`src/rtl/serial_add_pkg.sv`:
```
// serial_add_pkg: FSM states and counter sizing shared by the bit-serial adder
package serial_add_pkg;
  typedef enum logic [1:0] {IDLE, RUN, DONE} state_t;
  function automatic int cnt_w(input int w);
    return (w > 1) ? $clog2(w) : 1;
  endfunction
endpackage

```
`src/rtl/serial_add_ctrl_fa_cell.sv`:
```
// fa_cell: combinational 1-bit full adder, time-shared across all bit positions
module fa_cell (
  input  logic a,
  input  logic b,
  input  logic ci,
  output logic s,
  output logic co
);
  assign s  = a ^ b ^ ci;
  assign co = (a & b) | (ci & (a ^ b));
endmodule

```
`src/rtl/serial_add_ctrl.sv`:
```
// serial_add_ctrl: LSB-first bit-serial adder with valid/ready on both sides
// SERIAL_ADD_SUB_EN adds a sub input that turns the operation into a-b
module serial_add_ctrl
  import serial_add_pkg::*;
#(
  parameter int WIDTH = 8
) (
  input  logic             clk,
  input  logic             rst_n,
  input  logic             in_valid,
  output logic             in_ready,
  input  logic [WIDTH-1:0] a,
  input  logic [WIDTH-1:0] b,
  input  logic             cin,
`ifdef SERIAL_ADD_SUB_EN
  input  logic             sub,
`endif
  output logic             out_valid,
  input  logic             out_ready,
  output logic [WIDTH-1:0] sum,
  output logic             cout,
  output logic             busy
);
  localparam int CW = cnt_w(WIDTH);
  state_t state, state_nx;
  logic [WIDTH-1:0] a_sh, b_sh, res, b_ld;
  logic [CW-1:0] cnt;
  logic carry, c_ld, s, c;
`ifdef SERIAL_ADD_SUB_EN
  assign b_ld = sub ? ~b : b;
  assign c_ld = sub ? 1'b1 : cin;
`else
  assign b_ld = b;
  assign c_ld = cin;
`endif
  fa_cell u_fa (.a(a_sh[0]), .b(b_sh[0]), .ci(carry), .s(s), .co(c));
  always_comb begin
    state_nx = state;
    state_nx = (state == IDLE) ? (in_valid ? RUN : IDLE) :
               (state == RUN)  ? ((cnt == CW'(WIDTH-1)) ? DONE : RUN) :
                                 (out_ready ? IDLE : DONE);
  end
  assign in_ready  = (state == IDLE);
  assign out_valid = (state == DONE);
  assign busy      = (state != IDLE);
  assign sum       = res;
  assign cout      = carry;
  always_ff @(posedge clk or negedge rst_n) begin
    if (!rst_n) begin
      state <= IDLE;
      a_sh  <= '0;
      b_sh  <= '0;
      res   <= '0;
      carry <= 1'b0;
      cnt   <= '0;
    end else begin
      state <= state_nx;
      if (state == IDLE && in_valid) begin
        a_sh  <= a;
        b_sh  <= b_ld;
        carry <= c_ld;
        cnt   <= '0;
        res   <= '0;
      end else if (state == RUN) begin
        a_sh  <= a_sh >> 1;
        b_sh  <= b_sh >> 1;
        res   <= WIDTH'({s, res} >> 1);
        carry <= c;
        cnt   <= cnt + CW'(1);
      end
    end
  end
endmodule
```
`config.mk`:
```
export PLATFORM = sky130hd
export DESIGN_NAME = serial_add_ctrl
export DESIGN_NICKNAME = d
export VERILOG_FILES = /design/src/rtl/serial_add_pkg.sv /design/src/rtl/serial_add_ctrl_fa_cell.sv /design/src/rtl/serial_add_ctrl.sv
export SDC_FILE = /design/constraint.sdc
export NUM_CORES = 1
export LEC_CHECK = 0
export BUFFER_PORTS_ARGS = -buffer_cell sky130_fd_sc_hd__buf_4
export CAP_MARGIN = 20
export CELL_PAD_IN_SITES_DETAIL_PLACEMENT = 0
export CELL_PAD_IN_SITES_GLOBAL_PLACEMENT = 1
export CORE_ASPECT_RATIO = 1.2
export CORE_MARGIN = 2
export CORE_UTILIZATION = 43
export DETAILED_ROUTE_END_ITERATION = 10
export PLACE_DENSITY = 0.79
export RECOVER_POWER = 25
export SLEW_MARGIN = 15
export SYNTH_ARGS = -nofsm -noshare
export SYNTH_HDL_FRONTEND = slang
export SYNTH_SLANG_ARGS = --single-unit
```
`constraint.sdc`:
```
create_clock -name clk -period 2.65 [get_ports clk]
set_input_delay 0.53 -clock clk [delete_from_list [all_inputs] [get_ports clk]]
set_output_delay 0.53 -clock clk [all_outputs]
set_load 0.1 [all_outputs]
```
==> results.md, run 1 <==
* Number of fill cells in the layout at between 200 and 300
* Critical Path AT at 1.75 ns
* HPWL after detailed placement at 1960 um
* DRC at 0
* Ant. Diodes at 0
* Synth area leader: dfrtp_1
* Min-Delay Path Class: input pin to flop
* Post-CTS Resized at 0
* Total power draw at between 2 and 2.5 mW
* Die Width at around 56 um
* Placement Cell Area at ~1600 um2
* Max_cap viols at 1
* Vias in the first global route at roughly 1000
* Post-Route Setup TNS at 0 ns
* Fmax at ~440 MHz
* Via density at about 5.9
* Worst Path Required at roughly 2.1 ns
* Static Leak at around 0.76 nW
* Endpoints failing setup at 0
* Most numerous cell in the Yosys netlist: dfrtp_1
* Row count at 22
* CORE AREA at roughly 3100 um2
* CP Capture Type: primary output
* Largest family of logic cells by synthesized area: compound AO/OA/AOI/OAI gates
* Clk Latency, worst-skew pair at approximately 0.32 ns
* Yosys Warn Count at 0
* Tcrit/Tclk final at about 86%
* Nature of the critical path startpoint: flop
* Max Buffers Root-to-Sink at 2
* Worst vdd rail ir drop at between 1 and 1.5 mV
* Rel. slew slack at -6.08%
* Post-route ant nets at 0
* #FFs+latches synth at 30
* CP max FO at 26
* Layout Nets at 178
* Adder-Cell Fraction of Synth Area at under 10%
* Detailed-route via count at between 1000 and 1500
* Pin count of the biggest net entering global routing at 31
* Top cells by count, synth: dfrtp_1, nor2_1, o32ai_1
* Buffers added on ports at 32
* Synth Area in XOR/XNOR at 0%
* Post-CTS Setup Bufs at 0
* Mux share of post-synthesis cell area at 0%
* Drt total wl at between 2000 and 3000 um
* Post-CTS Hold Buffers at 0
* Worst-path clk slew at ~0.09 ns
* RSZ-0062 raised after global routing: no
* Final core utilization at 53.8%
* Setup slack at placement at around 0.73 ns
* GRT overflow at 0
* Share of post-route cells with drive strength above 1 at a little over a quarter
* Die Ht at roughly 66 um
* Initial core utilization at between 40% and 50%
* Final worst slack at ~0.37 ns
* Compound-Gate Fraction of Synth Area at around 26%
* Slew Limit Fails at 31
* Failing checks: capacitance limit, slew limit
* Post-route insts no fill at around 190
* Syn nets at roughly 150
* EDFF count, synth at 0
* Number of I/O pins at 33
* Tot GR Track Use at roughly 17%
* Die area at 3670 um2
* Routability-driven placement congestion ratio at a little under 0.8
* Cell Pwr Density at 1470 nW/um2
* CTS tree: done
* First-pass GRT wire length at roughly 4700 um
* Sink Count at 30
* Dpl cells at roughly 180
* Async set-reset flop share out of synthesis at 100%
* Synth cell types at 25
* Ranking of synthesized cells by area: dfrtp_1, o32ai_1, o22ai_1
* Worst Skew at ~0.008 ns
* Root buffer cell: clkbuf_4
* Antenna violations before repair at 0
* Worst Tran Pin Value at between 1.5 and 2 ns
* Drt wl/cell at 15.1 um
* Status: finished with violations
* Instance count of the mapped netlist at roughly 130
* Area share of the leading cell type in the synthesized netlist at between 50% and 60%
* Sequential area share after synthesis at a little over half
* Syn avg cell area at around 11 um2
* Top FF cell, synth: dfrtp_1
* DRT Pass-1 Iters at 4
* Simple-Gate Fraction of Synth Area at slightly below 9%
* Final instance area at 1650 um2
* Min Hold Slack at about 0.37 ns
* P&R area growth vs syn at 19.8%
* Min Tclk post-route at 2.28 ns
* DRT iter0 DRCs at 35
* Clock buffer count from CTS at 5
* Crit path kind: flop to primary output
* Fin. Hold Viols at 0
* Mapped Area at between 1000 and 1500 um2
* H-tree levels at 2
## per-layer routing
metal / vias to the layer above / wire length (um) / track usage [%]
met5: - / 0 / 0
met4: 0 / 57 / 9.15
met3: 7 / 144 / 3.72
met2: 36 / 1410 / 27.8
met1: 549 / 1260 / 20.6
li1: 529 / - / -
## cell type report
class | count | area (um2) | share of cell area (%)
Inverter | 5 | 18.8 | 1.14
Sequential cell | 30 | 751 | 45.6
Multi-Input combinational cell | 78 | 519 | 31.6
Clock buffer | 7 | 55.1 | 3.35
Tap cell | 36 | 45.0 | 2.74
Timing Repair Buffer | 34 | 251 | 15.3
Clock inverter | 1 | 5.00 | 0.304
## registers in the layout, indices dropped and copies added, names as in the netlist
name	cells
a_sh	8
b_sh	8
cnt	3
cout	1
state	2
sum	8
## cell usage in the layout, fill, tap and decap left out, drive strengths merged
cell type / synthesis / routed
clkbuf: 2 / 8
nand2b: 2 / 2
o21bai: 1 / 1
inv: 4 / 4
nor2b: 2 / 2
fa: 1 / 1
or2: 2 / 2
nand2: 4 / 4
o21ai: 7 / 7
ha: 2 / 2
dfrtp: 30 / 30
buf: 10 / 33
clkinv: 1 / 2
o32ai: 15 / 15
o22ai: 14 / 14
a21oi: 1 / 1
nand3: 1 / 1
nor2: 16 / 16
a221oi: 1 / 1
a22o: 9 / 9
## worst max-delay path, stage by stage (launching register included)
cell	delay (ns)
dfrtp_1	0.67
or2_2	0.43
inv_1	0.06
buf_4	0.28
## where the power goes
| group | internal (mW) | switching [mW] |
|---|---|---|
| clock network | 0.128 | 0.152 |
| registers | 0.668 | 0.197 |
| logic | 0.383 | 0.883 |
## final timing paths
kind | from | endpoint | slack, ns | cells after the start
worst min register to register | cnt[0]$_DFFE_PN0P_ | cnt[0]$_DFFE_PN0P_ | 0.49 | 1
worst max register to register | state[0]$_DFF_PN0_ | cout$_DFFE_PN0P_ | 0.75 | 3
max in group asynchronous | rst_n | a_sh[6]$_DFFE_PN0P_ | 1.13 | 1
worst max-delay path | state[0]$_DFF_PN0_ | in_ready | 0.37 | 3
min in group asynchronous | rst_n | sum[1]$_DFFE_PN0P_ | 0.59 | 1
worst min-delay path | out_ready | state[1]$_DFF_PN0_ | 0.37 | 2
## kinds of logic after synthesis
| family | Yosys count |
|---|---|
| buffers and inverters | 17 |
| adder cells (fa/ha/maj) | 3 |
| AND/OR/NAND/NOR | 27 |
| flip-flops | 30 |
| AO/OA/AOI/OAI | 48 |
No activity file was read; power rests on OpenSTA's default activity.
==> run 2: changes to the inputs <==
==> constraint.sdc (replaced) <==
create_clock -name clk -period 2.9 [get_ports clk]
set_input_delay 0.58 -clock clk [delete_from_list [all_inputs] [get_ports clk]]
set_output_delay 0.58 -clock clk [all_outputs]
set_load 0.05 [all_outputs]
==> run 2 against run 1 <==
  * Utilization fell by 0.49 points
  * Cell area fell by 0.91%
  * Power fell by 19%
  * The run still ends with capacitance limit, slew limit left
  * Critical path depth did not move
  * Count of clock-buffer cells in the layout did not move
==> results.md, run 2 (synthesis results as in run 1) <==
* Antenna violations before repair at 0 (unchanged)
* First-pass GRT wire length at 4920 um (+4.8%)
* Status: finished with violations
* DRT Pass-1 Iters at 4 (unchanged)
* Critical-path top delay cell: dfrtp_1
* Clock buffer count from CTS at 5 (unchanged)
* Multi-input combinational cell area at 519 um2 (unchanged)
* H-tree levels at 2 (unchanged)
* Share of post-route cells with drive strength above 1 at 26.1% (-0.95 points)
* Worst-path clk slew at 0.09 ns (about the same)
* Row count at 22 (unchanged)
* Nature of the critical path startpoint: flop
* Max_cap viols at 1 (unchanged)
* Ant. Diodes at 0 (unchanged)
* Number of I/O pins at 33 (unchanged)
* Failing checks: capacitance limit, slew limit
* Pin count of the biggest net entering global routing at 31 (unchanged)
* CP Capture Type: primary output
* GRT overflow at 0 (unchanged)
* Buffers added on ports at 32 (unchanged)
* Post-Route Setup TNS at 0 ns (unchanged)
* FF/Latch Area at 751 um2 (unchanged)
* Root buffer cell: clkbuf_4
* Detailed-route via count at 1104 (-1.5%)
* CP delay by family, top: buffers and inverters
* Min-Delay Path Class: input pin to flop
* R2R Path Start: state[0]$_DFF_PN0_
* Die area at 3670 um2 (unchanged)
* P&R area growth vs syn at 18.7%
* RSZ-0062 raised after global routing: no
* Via density at 5.84 (-0.47%)
* DRC at 0 (unchanged)
* Post-CTS Resized at 0 (unchanged)
* CP max FO at 17 (-35%)
* Drt total wl at 3020 um (+5.1%)
* Worst Skew at 0.00792 ns (-0.000248 ns)
* Number of stages on the worst hold path at 2 (unchanged)
* RR Endpoint: b_sh[3]$_DFFE_PN0P_
* Tot GR Track Use at 18.1% (+1.3 points)
* Min Tclk post-route at 2.32 ns
* Critical Path AT at 1.74 ns (about the same)
* HPWL after detailed placement at 1990 um (+1.3%)
* Dpl cells at 181 (-1.1%)
* CTS tree: done
* Die Ht at 65.9 um (unchanged)
* Worst Tran Pin Value at 1.59 ns (+0.00302 ns)
* Slew Limit Fails at 31 (unchanged)
* CP cell instances: clkinv_1 -> nor2_1 -> buf_4
* Most frequent cells in the layout: buf_4, dfrtp_1, nor2_1
* Endpoints failing setup at 0 (unchanged)
* Post-route ant nets at 0 (unchanged)
* Clk Latency, worst-skew pair at 0.34 ns (+0.02 ns)
* Initial core utilization at 45.0% (unchanged)
* Min Hold Slack at 0.438 ns (+0.0646 ns)
* Leading cell type in the layout, fill and taps excluded: buf_4
* Fin. Hold Viols at 0 (unchanged)
* Buffers and inverters on the worst path at 2 (unchanged)
* Cell Pwr Density at 1200 nW/um2 (-18%)
* Post-CTS Setup Bufs at 0 (unchanged)
* Crit path kind: flop to primary output
* Reg2Reg Depth at 3 (unchanged)
* DRT iter0 DRCs at 26 (-26%)
* Number of fill cells in the layout at 279 (+3.0%)
* Drt wl/cell at 16.0 um (+6.3%)
* Worst R2R Setup Slack at 1.04 ns (+0.29 ns)
* Layout Nets at 176 (-1.1%)
* Worst Path Required at 2.32 ns (+0.20 ns)
* Fmax at approximately 430 MHz
* Die Width at 55.6 um (unchanged)
* WHS Endpoint: state[1]$_DFF_PN0_
* CORE AREA at 3060 um2 (unchanged)
* Static Leak at 0.750 nW (-1.2%)
* Rel. slew slack at -6.28% (-0.20 points)
* Final core utilization at 53.4% (-0.49 points)
* Vias in the first global route at 1054 (+3.4%)
* Tcrit/Tclk final at 79.9%
* Post-CTS Hold Buffers at 0 (unchanged)
* Max Buffers Root-to-Sink at 2 (unchanged)
* Hold_sp: out_ready
* CP peak stage delay at 0.50 ns (-0.17 ns)
* Post-route insts no fill at 189 (-1.0%)
* Routability-driven placement congestion ratio at 0.778 (+0.70%)
* Worst vdd rail ir drop at 0.596 mV (-41%)
* Sink Count at 30 (unchanged)
[run 2: cell count changes in the layout (fill, tap and decap cells not counted)]
cell   delta
buf_4     -2
[run 2: where the power goes]
| part | internal [mW] | leakage (nW) | switching [mW] |
|---|---|---|---|
| logic | 0.336 | 0.351 | 0.564 |
| clock network | 0.117 | 0.0353 | 0.146 |
| registers | 0.610 | 0.364 | 0.181 |
[run 2: final cells by class]
type / count / area share, %
Clock buffer: 7 / 3.38
Clock inverter: 1 / 0.307
Inverter: 5 / 1.15
Multi-Input combinational cell: 78 / 31.8
Sequential cell: 30 / 46.0
Tap cell: 36 / 2.76
Timing Repair Buffer: 32 / 14.5
[run 2: per-layer routing]
layer	vias to the layer above	global-route usage (%)	part of all wire (%)	wire (um)
met5	-	0	0	0
met4	0	7.32	1.6	48
met3	5	6.46	6.0	182
met2	36	28.9	50	1510
met1	541	22.4	43	1290
li1	522	-	-	-
[run 2: per-stage QoR]
stage / power (mW) / cell area, um2 / setup WS, ns
floorplan: 1.49 / 1370 / 0.854
global placement: 1.67 / 1570 / 1.03
detailed placement: 1.70 / 1570 / 0.962
CTS: 1.97 / 1630 / 0.569
global route: 2.09 / 1630 / 0.409
finish: 1.95 / 1630 / 0.584
[run 2: worst max path at each step]
stage                                  start         to  slack, ns  cells past startpoint
final                     state[1]$_DFF_PN0_  out_valid       0.58                      3
after global routing      state[1]$_DFF_PN0_  out_valid       0.41                      3
after CTS                 state[1]$_DFF_PN0_  out_valid       0.57                      3
after detailed placement  state[1]$_DFF_PN0_  out_valid       0.96                      3
after global placement    state[0]$_DFF_PN0_   in_ready       1.03                      3
after floorplan           state[1]$_DFF_PN0_  out_valid       0.85                      4
==> run 3: changes to the inputs <==
- CORE_UTILIZATION: 43 -> 40
- PLACE_DENSITY: 0.79 -> 0.74
- clock period: 2.9 -> 2.3 ns (I/O delays scaled with it)
==> run 3 against run 2 <==
  * The flow still finishes with violations (capacitance limit, slew limit)
  * Cell area is 5.2% higher
  * Register-to-register slack got worse by 0.30 ns
  * Sequential power is 25% higher
  * Routed wire length fell by 1.7%
  * Count of clock-buffer cells in the layout did not move
  * Power is 35% higher
  * Combinational power increased by 36%
  * Critical path type unchanged
  * Largest power group unchanged
==> results.md, run 3 (synthesis results as in run 1) <==
* Drt total wl at 2970 um (-1.7%)
* Fmax at between 500 and 600 MHz
* Seq pwr share at 37.5% (-3.0 points)
* FF/Latch Area at 751 um2 (unchanged)
* CORE AREA at 3310 um2 (+8.3%)
* Most frequent cells in the layout: buf_4, dfrtp_1, nor2_1
* Initial core utilization at 41.5% (-3.5 points)
* Tcrit/Tclk final at 85.6%
* CP peak stage delay at 0.59 ns (+0.09 ns)
* Slew Limit Fails at 31 (unchanged)
* Die Width at 57.5 um (+3.4%)
* Max Buffers Root-to-Sink at 2 (unchanged)
* Via density at 5.61 (-4.0%)
* Worst Tran Pin Value at 1.59 ns (-0.00360 ns)
* Sink Count at 30 (unchanged)
* Worst vdd rail ir drop at 1.20 mV (+100%)
* HPWL after detailed placement at 2070 um (+4.2%)
* Number of I/O pins at 33 (unchanged)
* DRT Pass-1 Iters at 4 (unchanged)
* CP Capture Type: primary output
* First-pass GRT wire length at 5150 um (+4.6%)
* Die Ht at 68.2 um (+3.5%)
* Failing checks: capacitance limit, slew limit
* Post-CTS Setup Bufs at 0 (unchanged)
* Sw frac at 43.0% (-2.6 points)
* Antenna violations before repair at 0 (unchanged)
* Post-CTS Hold Buffers at 0 (unchanged)
* Final core utilization at 51.8% (-1.5 points)
* CTS tree: done
* Drt wl/cell at 15.1 um (-5.6%)
* Die area at 3920 um2 (+7.0%)
* Detailed-route via count at 1105 (+0.091%)
* Endpoints failing setup at 0 (unchanged)
* Tot GR Track Use at 17.5% (-0.62 points)
* Cell Pwr Density at 1540 nW/um2 (+28%)
* CP cell instances: or2_2 -> inv_1 -> buf_4
* Clock share of power at 16.5% (+3.0 points)
* Min Tclk post-route at ~2.0 ns
* RSZ-0062 raised after global routing: no
* Layout Nets at 183 (+4.0%)
* Critical Path AT at 1.51 ns (-0.23 ns)
* Rel. slew slack at -6.04% (+0.24 points)
* Max_cap viols at 1 (unchanged)
* Post-CTS Resized at 0 (unchanged)
* H-tree levels at 2 (unchanged)
* Worst Path Required at 1.84 ns (-0.48 ns)
* Crit path kind: flop to primary output
* Vias in the first global route at 1178 (+12%)
* Leading cell type in the layout, fill and taps excluded: buf_4
* Share of post-route cells with drive strength above 1 at 29.4% (+3.2 points)
* Sw Pwr at 1.14 mW (+27%)
* Buffers added on ports at 32 (unchanged)
* Clk Latency, worst-skew pair at 0.28 ns (-0.06 ns)
* DRC at 0 (unchanged)
* Worst-path clk slew at 0.06 ns (-0.03 ns)
* Status: finished with violations
* Ant. Diodes at 0 (unchanged)
* Number of fill cells in the layout at 318 (+14%)
* Root buffer cell: clkbuf_8
* Pin count of the biggest net entering global routing at 31 (unchanged)
* Post-route ant nets at 0 (unchanged)
* Post-Route Setup TNS at 0 ns (unchanged)
* Clock buffer count from CTS at 5 (unchanged)
* GRT overflow at 0 (unchanged)
* Row count at 23 (+4.5%)
* Min-Delay Path Class: input pin to flop
* DRT iter0 DRCs at 34 (+31%)
* Critical-path top delay cell: dfrtp_1
* Worst Skew at 0.00439 ns (-0.00353 ns)
* Power share of the combinational group at 46.1% (about the same)
* Static Leak at 0.796 nW (+6.1%)
* Nature of the critical path startpoint: flop
* P&R area growth vs syn at 24.9%
* Fin. Hold Viols at 0 (unchanged)
* Multi-input combinational cell area at 519 um2 (unchanged)
* Internal at 1.50 mW (+41%)
* CP max FO at 19 (+2)
* Routability-driven placement congestion ratio at 0.798 (+2.5%)
run 3: changes by cell type in the layout (fill, tap and decap cells not counted), sizes merged:
cell	before	now
buf	31	38
run 3: worst max-delay path, delay by kind of cell (launching register included):
family	cells	cell delay [ns]
flops	1	0.59
buf+inv	2	0.24
simple gates	1	0.40
run 3: worst paths after layout:
path                                    start                   to  cells past startpoint  slack (ns)
max                        state[0]$_DFF_PN0_             in_ready                      3        0.33
min                                 out_ready   state[1]$_DFF_PN0_                      2        0.35
max reg2reg                state[0]$_DFF_PN0_  b_sh[3]$_DFFE_PN0P_                      4        0.74
min reg2reg                cnt[0]$_DFFE_PN0P_   cnt[0]$_DFFE_PN0P_                      1        0.49
max in group asynchronous               rst_n   state[0]$_DFF_PN0_                      1        0.81
min in group asynchronous               rst_n   sum[0]$_DFFE_PN0P_                      1        0.57
run 3: routing by layer:
| layer | GRT usage (%) | share of wire (%) | wire length, um | vias to the layer above |
|---|---|---|---|---|
| met3 | 5.86 | 5.4 | 162 | 5 |
| met1 | 20.1 | 44 | 1310 | 534 |
| li1 | - | - | - | 537 |
| met2 | 29.8 | 49 | 1460 | 29 |
| met5 | 0 | 0 | 0 | - |
| met4 | 7.56 | 1.3 | 40 | 0 |
run 3: layout make-up:
class / instances / share of cell area (%)
sequential: 30 / 43.8
multi-input combinational: 78 / 30.3
timing repair buffer: 39 / 16.8
clock buffer: 7 / 5.03
tap: 37 / 2.70
inverter: 5 / 1.09
clock inverter: 1 / 0.292
run 3: through the flow:
stage	hold slack, ns	cells	setup WS (ns)	instance area (um2)	total power, mW
after detailed placement	0.408	189	0.639	1630	2.22
after global routing	0.371	197	0.243	1720	2.84
after global placement	0.406	189	0.632	1630	2.19
final	0.354	197	0.330	1720	2.64
after floorplan	0.164	125	0.374	1370	1.88
after CTS	0.102	197	0.328	1720	2.66
run 3: power by group through the flow:
stage	logic, mW	clock network (mW)	registers (mW)
floorplan	0.744	0	1.14
global placement	1.20	0	0.990
detailed placement	1.23	0	0.993
CTS	1.23	0.443	0.989
global route	1.33	0.477	1.03
finish	1.22	0.434	0.989
